<file path="src/rtl/multi_cycle_control.sv">
// Moore control FSM for a multi-cycle MIPS-style datapath; outputs decode from state (plus opcode/zero).
// Optional WAIT_STATE_EN macro: memory states stall on mem_ready_i with a 4-bit wait-counter timeout to HALT.
module multi_cycle_control (
  input  logic       clk,
  input  logic       reset,
  input  logic [5:0] opcode_i,
  input  logic       zero_i,
  input  logic       mem_ready_i,
  output logic       pc_write_o,
  output logic       ir_write_o,
  output logic       i_or_d_o,
  output logic       mem_read_o,
  output logic       mem_write_o,
  output logic       reg_write_o,
  output logic       alu_src_a_o,
  output logic [1:0] alu_src_b_o,
  output logic [1:0] pc_src_o,
  output logic [1:0] reg_dst_o,
  output logic [1:0] mem_to_reg_o,
  output logic [2:0] alu_op_o,
  output logic [3:0] state_o,
  output logic       halt_o
);

  typedef enum logic [3:0] {
    FETCH     = 4'd0,
    DECODE    = 4'd1,
    MEM_ADDR  = 4'd2,
    MEM_READ  = 4'd3,
    MEM_WB    = 4'd4,
    MEM_WRITE = 4'd5,
    EXECUTE   = 4'd6,
    ALU_WB    = 4'd7,
    BRANCH    = 4'd8,
    JUMP      = 4'd9,
    IMM_EXEC  = 4'd10,
    IMM_WB    = 4'd11,
    HALT      = 4'd15
  } state_t;

  localparam logic [2:0] ALU_ADD = 3'b000;
  localparam logic [2:0] ALU_SUB = 3'b001;
  localparam logic [2:0] ALU_OR  = 3'b010;
  localparam logic [2:0] ALU_AND = 3'b011;
  localparam logic [2:0] ALU_LUI = 3'b100;
  localparam logic [2:0] ALU_FN  = 3'b111;

  state_t state, state_nx;
  logic   pc_write, ir_write;
  logic   ready;
  logic   timeout;

`ifdef WAIT_STATE_EN
  logic [3:0] wait_cnt;
  logic       waiting;

  assign ready   = mem_ready_i;
  assign waiting = (state == FETCH) || (state == MEM_READ) || (state == MEM_WRITE);
  // The 15th consecutive not-ready cycle is the one that sees a count of 14.
  assign timeout = (wait_cnt == 4'd14);

  always_ff @(posedge clk or negedge reset) begin
    if (!reset) begin
      wait_cnt <= 4'd0;
    end else if (state_nx != state) begin
      wait_cnt <= 4'd0;
    end else if (waiting && !mem_ready_i) begin
      wait_cnt <= wait_cnt + 4'd1;
    end
  end
`else
  logic unused_mem_ready;

  assign unused_mem_ready = mem_ready_i;
  assign ready            = 1'b1;
  assign timeout          = 1'b0;
`endif

  always_ff @(posedge clk or negedge reset) begin
    if (!reset) begin
      state <= FETCH;
    end else begin
      state <= state_nx;
    end
  end

  always_comb begin
    state_nx     = state;
    pc_write     = 1'b0;
    ir_write     = 1'b0;
    i_or_d_o     = 1'b0;
    mem_read_o   = 1'b0;
    mem_write_o  = 1'b0;
    reg_write_o  = 1'b0;
    alu_src_a_o  = 1'b0;
    alu_src_b_o  = 2'b00;
    pc_src_o     = 2'b00;
    reg_dst_o    = 2'b00;
    mem_to_reg_o = 2'b00;
    alu_op_o     = ALU_ADD;
    halt_o       = 1'b0;

    case (state)
      FETCH: begin
        mem_read_o  = 1'b1;
        alu_src_b_o = 2'b01;
        if (ready) begin
          ir_write = 1'b1;
          pc_write = 1'b1;
          state_nx = DECODE;
        end else if (timeout) begin
          state_nx = HALT;
        end
      end
      DECODE: begin
        alu_src_b_o = 2'b11;
        case (opcode_i)
          6'h00:                      state_nx = EXECUTE;
          6'h23, 6'h2B:               state_nx = MEM_ADDR;
          6'h04, 6'h05:               state_nx = BRANCH;
          6'h02, 6'h03:               state_nx = JUMP;
          6'h08, 6'h0C, 6'h0D, 6'h0F: state_nx = IMM_EXEC;
          default:                    state_nx = HALT;
        endcase
      end
      MEM_ADDR: begin
        alu_src_a_o = 1'b1;
        alu_src_b_o = 2'b10;
        state_nx    = (opcode_i == 6'h2B) ? MEM_WRITE : MEM_READ;
      end
      MEM_READ: begin
        mem_read_o = 1'b1;
        i_or_d_o   = 1'b1;
        if (ready) begin
          state_nx = MEM_WB;
        end else if (timeout) begin
          state_nx = HALT;
        end
      end
      MEM_WB: begin
        reg_write_o  = 1'b1;
        mem_to_reg_o = 2'b01;
        state_nx     = FETCH;
      end
      MEM_WRITE: begin
        mem_write_o = 1'b1;
        i_or_d_o    = 1'b1;
        if (ready) begin
          state_nx = FETCH;
        end else if (timeout) begin
          state_nx = HALT;
        end
      end
      EXECUTE: begin
        alu_src_a_o = 1'b1;
        alu_op_o    = ALU_FN;
        state_nx    = ALU_WB;
      end
      ALU_WB: begin
        reg_write_o = 1'b1;
        reg_dst_o   = 2'b01;
        state_nx    = FETCH;
      end
      BRANCH: begin
        alu_src_a_o = 1'b1;
        alu_op_o    = ALU_SUB;
        pc_src_o    = 2'b01;
        pc_write    = ((opcode_i == 6'h04) && zero_i) || ((opcode_i == 6'h05) && !zero_i);
        state_nx    = FETCH;
      end
      JUMP: begin
        pc_src_o = 2'b10;
        pc_write = 1'b1;
        if (opcode_i == 6'h03) begin
          reg_write_o  = 1'b1;
          reg_dst_o    = 2'b10;
          mem_to_reg_o = 2'b10;
        end
        state_nx = FETCH;
      end
      IMM_EXEC: begin
        alu_src_a_o = 1'b1;
        alu_src_b_o = 2'b10;
        case (opcode_i)
          6'h0C:   alu_op_o = ALU_AND;
          6'h0D:   alu_op_o = ALU_OR;
          6'h0F:   alu_op_o = ALU_LUI;
          default: alu_op_o = ALU_ADD;
        endcase
        state_nx = IMM_WB;
      end
      IMM_WB: begin
        reg_write_o = 1'b1;
        state_nx    = FETCH;
      end
      HALT: begin
        halt_o   = 1'b1;
        state_nx = HALT;
      end
      default: begin
        state_nx = HALT;
      end
    endcase
  end

  // Reset forces FETCH asynchronously; its load strobes must not fire until reset is released.
  assign pc_write_o = pc_write & reset;
  assign ir_write_o = ir_write & reset;
  assign state_o    = state;

endmodule

</file>
<file path="config.mk">
export PLATFORM = sky130hd
export DESIGN_NAME = multi_cycle_control
export DESIGN_NICKNAME = d
export VERILOG_FILES = /design/src/rtl/multi_cycle_control.sv
export SDC_FILE = /design/constraint.sdc
export NUM_CORES = 1
export LEC_CHECK = 0
export BUFFER_PORTS_ARGS = -buffer_cell sky130_fd_sc_hd__buf_2
export CORE_AREA = 5 5 46 48
export DETAILED_ROUTE_END_ITERATION = 7
export DIE_AREA = 0 0 51 53
export PLACE_DENSITY = 0.72
export SLEW_MARGIN = 40
export SYNTH_ARGS = -nofsm -noshare
export SYNTH_HDL_FRONTEND = slang
export SYNTH_SLANG_ARGS = --single-unit
export TNS_END_PERCENT = 30
</file>
<file path="constraint.sdc">
create_clock -name clk -period 1.3 [get_ports clk]
set_input_delay 0.195 -clock clk [delete_from_list [all_inputs] [get_ports clk]]
set_output_delay 0.195 -clock clk [all_outputs]
set_load 0.01 [all_outputs]
</file>
======== Word-level counts from Yosys, hierarchy flattened ========
Index checks and enable logic that the tools add are counted.
word-level totals
  flip-flop bits (word level) ............. 4
  word-level logic and storage cells ...... 61
cells by class
  equal/unequal tests ..................... 22
  mux-type cells .......................... 19
  bitwise operators ....................... 2
  reductions and logical operators ........ 17
operator list
  cell                  number
  $pmux W4 S7           1
  $eq A6 B4 Y1 const B  4
  $eq A4 B4 Y1 const B  5
  $pmux W4 S5           1
  $pmux W3 S3           2
  $eq A4 B3 Y1 const B  4
  $reduce_or A2 Y1      7
  $eq A6 B2 Y1 const B  2
  $eq A6 B3 Y1 const B  2
  $eq A6 B6 Y1 const B  2
  $pmux W2 S2           3
  $eq A4 B2 Y1 const B  2
  $reduce_or A4 Y1      2
  $mux W1               7
  $logic_not A6 Y1      1
  $pmux W2 S3           1
  $reduce_or A6 Y1      1
  $eq A4 B1 Y1 const B  1
  $logic_not A4 Y1      1
  $pmux W1 S2           2
  $mux W3               1
  $reduce_or A3 Y1      1
  $and A1 B1 Y1         2
  $logic_and A1 B1 Y1   2
  3 further kinds       3

======== Depth between registers and ports, before layout ========
  word-level depth ........................ 5
  mapped depth ............................ 4
  gate-level depth less buffers ........... 3

======== Worst setup path after synthesis ========
OpenSTA, ideal clock, no wires.
  kind .................................... register -> output
  from .................................... register state[2], in the netlist state_o[2]
  to ...................................... output port alu_op_o[0]
  arrival ................................. 1431 ps
  slack ................................... -326 ps
  cell stages (with the launch flop) ...... 4
  path buffers ............................ 0
  path through ............................ dfrtp_1 -> nand4b_1 -> or4_1 -> o31ai_1
between the ends
  word-level cells in the longest chain between the ends .. 2
  elaborated cells between the ends (all ways) .. 4
ends and longest elaborated chain
  item                                                 RTL line  text
  start, declared                                      48        state_t state, state_nx;
  start signal, assigned                               83        state <= state_nx;
  $eq A4 B4 Y1 / $eq A4 B3 Y1 (equally long branches)  103       case (state)
  $pmux W3 S3 (*)                                      103
  end, declared                                        20        output logic [2:0] alu_op_o,
Every way passes the cells marked *; elsewhere a longest branch is shown, timed or not.

======== Worst setup path in the final report ========
Same ends and word-level chain as after synthesis.

==> metrics <==
status=finished, violations left; failing checks=negative setup slack; clk buf depth=2; antenna viol nets, final=0; VDD IR max=about 1600 uV; largest net degree at the start of global routing=10; Setup Viol. Count Final=22; Fillers=144; fmax=551 MHz; layout cells sized above 1=0.608; DIE AREA=2700 um^2; P&R area growth vs syn=93.0%; Crit-path slowest cell=or4_4; vias per std cell=5.39; slowest stage delay, CP=approximately 0.46 ns; Setup Skew=0.0102 ns; Die Y-Extent=between 50 and 60 um; die width=51 um; register area=105 um^2; period utilization=1.40; PD cells=2130 nW/um^2; drt wl/cell=between 10 and 15 um; Slew Limit Fails=0; row count=15; final worst slack=-0.515 ns; Root Driver=clkbuf_4; min Tclk post-route=1.82 ns; FF+latch count, synth=4; Async S/R FF share, synth=1.00; core area=1670 um^2; area share of the largest cell type after synthesis=0.161; Max Cap Violations=0; PortBufs=31; Synth Cell Area=623 um^2; CTS Buf Count=3; Hold Path Class=primary input to asynchronous set/reset pin; CTS tree=built; initial drt markers=14; Synth area leader=dfrtp_1; Syn. warnings=0; Critical Path Fanout Max=3; CP arrival=around 1.6 ns; GR Overflow Total=0; dominant cell by count in the synthesized netlist=nand2_1; IO Count=33; Cells after Synth=89; total global-route track usage=0.194; Worst-Skew Late Latency=0.24 ns; vias in the first global route=937; H-tree level count=1; RSZ-0062 raised after global routing=yes; sequential area share after synthesis=0.161; Mapped Nets=around 100; syn avg cell area=7.00 um^2; Post-synth EDFFs=0; top post-synthesis cells by area=dfrtp_1, nor2b_1, nand2_1; critical path data required time=1.11 ns; reg-to-reg slack, setup=-0.15 ns; dpl ws=-0.262 ns; ANT cells=0; dpl hpwl=1910 um; Worst slew margin=0.786; Top FF cell, synth=dfrtp_1; Yosys cell types=39; routed via count=around 900; GPL Wtd Cong=0.885; clock sink count=4; final design instance area without fill=1200 um^2; placed inst area=roughly 1100 um^2; Hold Fails Final Rpt=0; initial antenna violation count=0; Critical Path End Type=output pin; area taken by multi-input logic gates=roughly 580 um^2; wire length of the first global-routing pass=4010 um; Leakage=between 0.6 and 0.7 nW; Least-Margin Pin Slew=0.319 ns; initial core utilization=0.373; clock-pin slew of the registers on the worst-case setup and hold paths=around 0.040 ns; Final Net Count=165; Commonest cells post-synth=nand2_1, nor2_1, nor2b_1, buf_2, nor3_1; Worst Setup Start Kind=flip-flop; WL final=2340 um; crit-path cells=nand4b_1 > or4_4 > o31ai_4 > buf_2; router iterations before antenna repair=4; detailed-route DRC error count=0; max reg flops=4; critical path class=flip-flop to output pin
==> logic make-up after synthesis <==
kind of cell    synth area share
compound gates             0.285
xor+xnor                  0.0281
buf+inv                   0.0883
flops                      0.161
simple gates               0.438
==> area by class of cell <==
cell class,count,share of cell area
well taps,17,0.0177
multi-input cells,74,0.481
flip-flops and latches,4,0.0874
repair buffers,68,0.383
inverters,4,0.0125
clock buffers,3,0.0187
==> worst max-delay path: cells and delay by family, from the launching register on <==
family / cells / cell delay (ns)
AO/OA/AOI/OAI: 1 / 0.16
buffers and inverters: 1 / 0.16
AND/OR/NAND/NOR: 2 / 0.65
flip-flops: 1 / 0.41
==> through the flow <==
step | std cells | power (mW) | utilization | setup TNS (ns) | hold WS, ns
after floorplan | 89 | 1.27 | - | -0.692 | -0.101
after global placement | 163 | 2.06 | 0.629 | -1.70 | 0.0192
after detailed placement | 163 | 2.12 | 0.629 | -2.35 | 0.0168
after CTS | 170 | 2.51 | 0.701 | -5.70 | 0.350
after global routing | 170 | 2.78 | 0.720 | -7.39 | 0.377
final | 170 | 2.56 | 0.720 | -5.67 | 0.349
==> placed cells by master (no fill, tap or decap), types with 2 or more instances in the layout <==
master and instances:
buf_6 4, buf_4 32, o21ai_0 3, o21ai_1 2, nor2_1 7, a21oi_1 3, nand2_2 3, inv_1 3
and3_1 2, or4_4 2, dfrtp_2 4, nor3_1 2, nand2b_4 2, nor2b_1 7, and4b_1 2, clkbuf_4 3
nand2_1 6, buf_2 30, nor3_2 3, o21a_1 2
==> layer usage <==
metal,vias up,part of all wire,track usage
met4,0,0,0.0673
met5,-,0,0
met3,0,0.067,0.0451
met1,422,0.41,0.202
met2,31,0.53,0.376
li1,463,-,-
==> timing repair <==
action | in CTS | in global routing
gates cloned | 0 | 0
pin swaps | 4 | 4
hold buffers | 1 | 0
setup buffers | 3 | 1
resized for setup | 16 | 7
endpoints found under the setup margin | 24 | 25
endpoints found under the hold margin | 4 | 0
==> power by group <==
part           switching [mW]  internal [mW]
clock                  0.0515          0.103
sequential              0.105          0.202
combinational            1.02           1.08
==> final timing paths <==
| check | depth (start not counted) | to | start |
|---|---|---|---|
| min in group clk | 4 | state_o[3] | opcode_i[0] |
| setup reg to reg | 6 | state_o[0] | state_o[3] |
| max in group asynchronous | 2 | state_o[0] | reset |
| hold / removal | 2 | state_o[1] | reset |
| setup / recovery | 4 | alu_op_o[0] | state_o[2] |
| hold reg to reg | 2 | state_o[1] | state_o[3] |
Power figures use the tool's default switching activity.
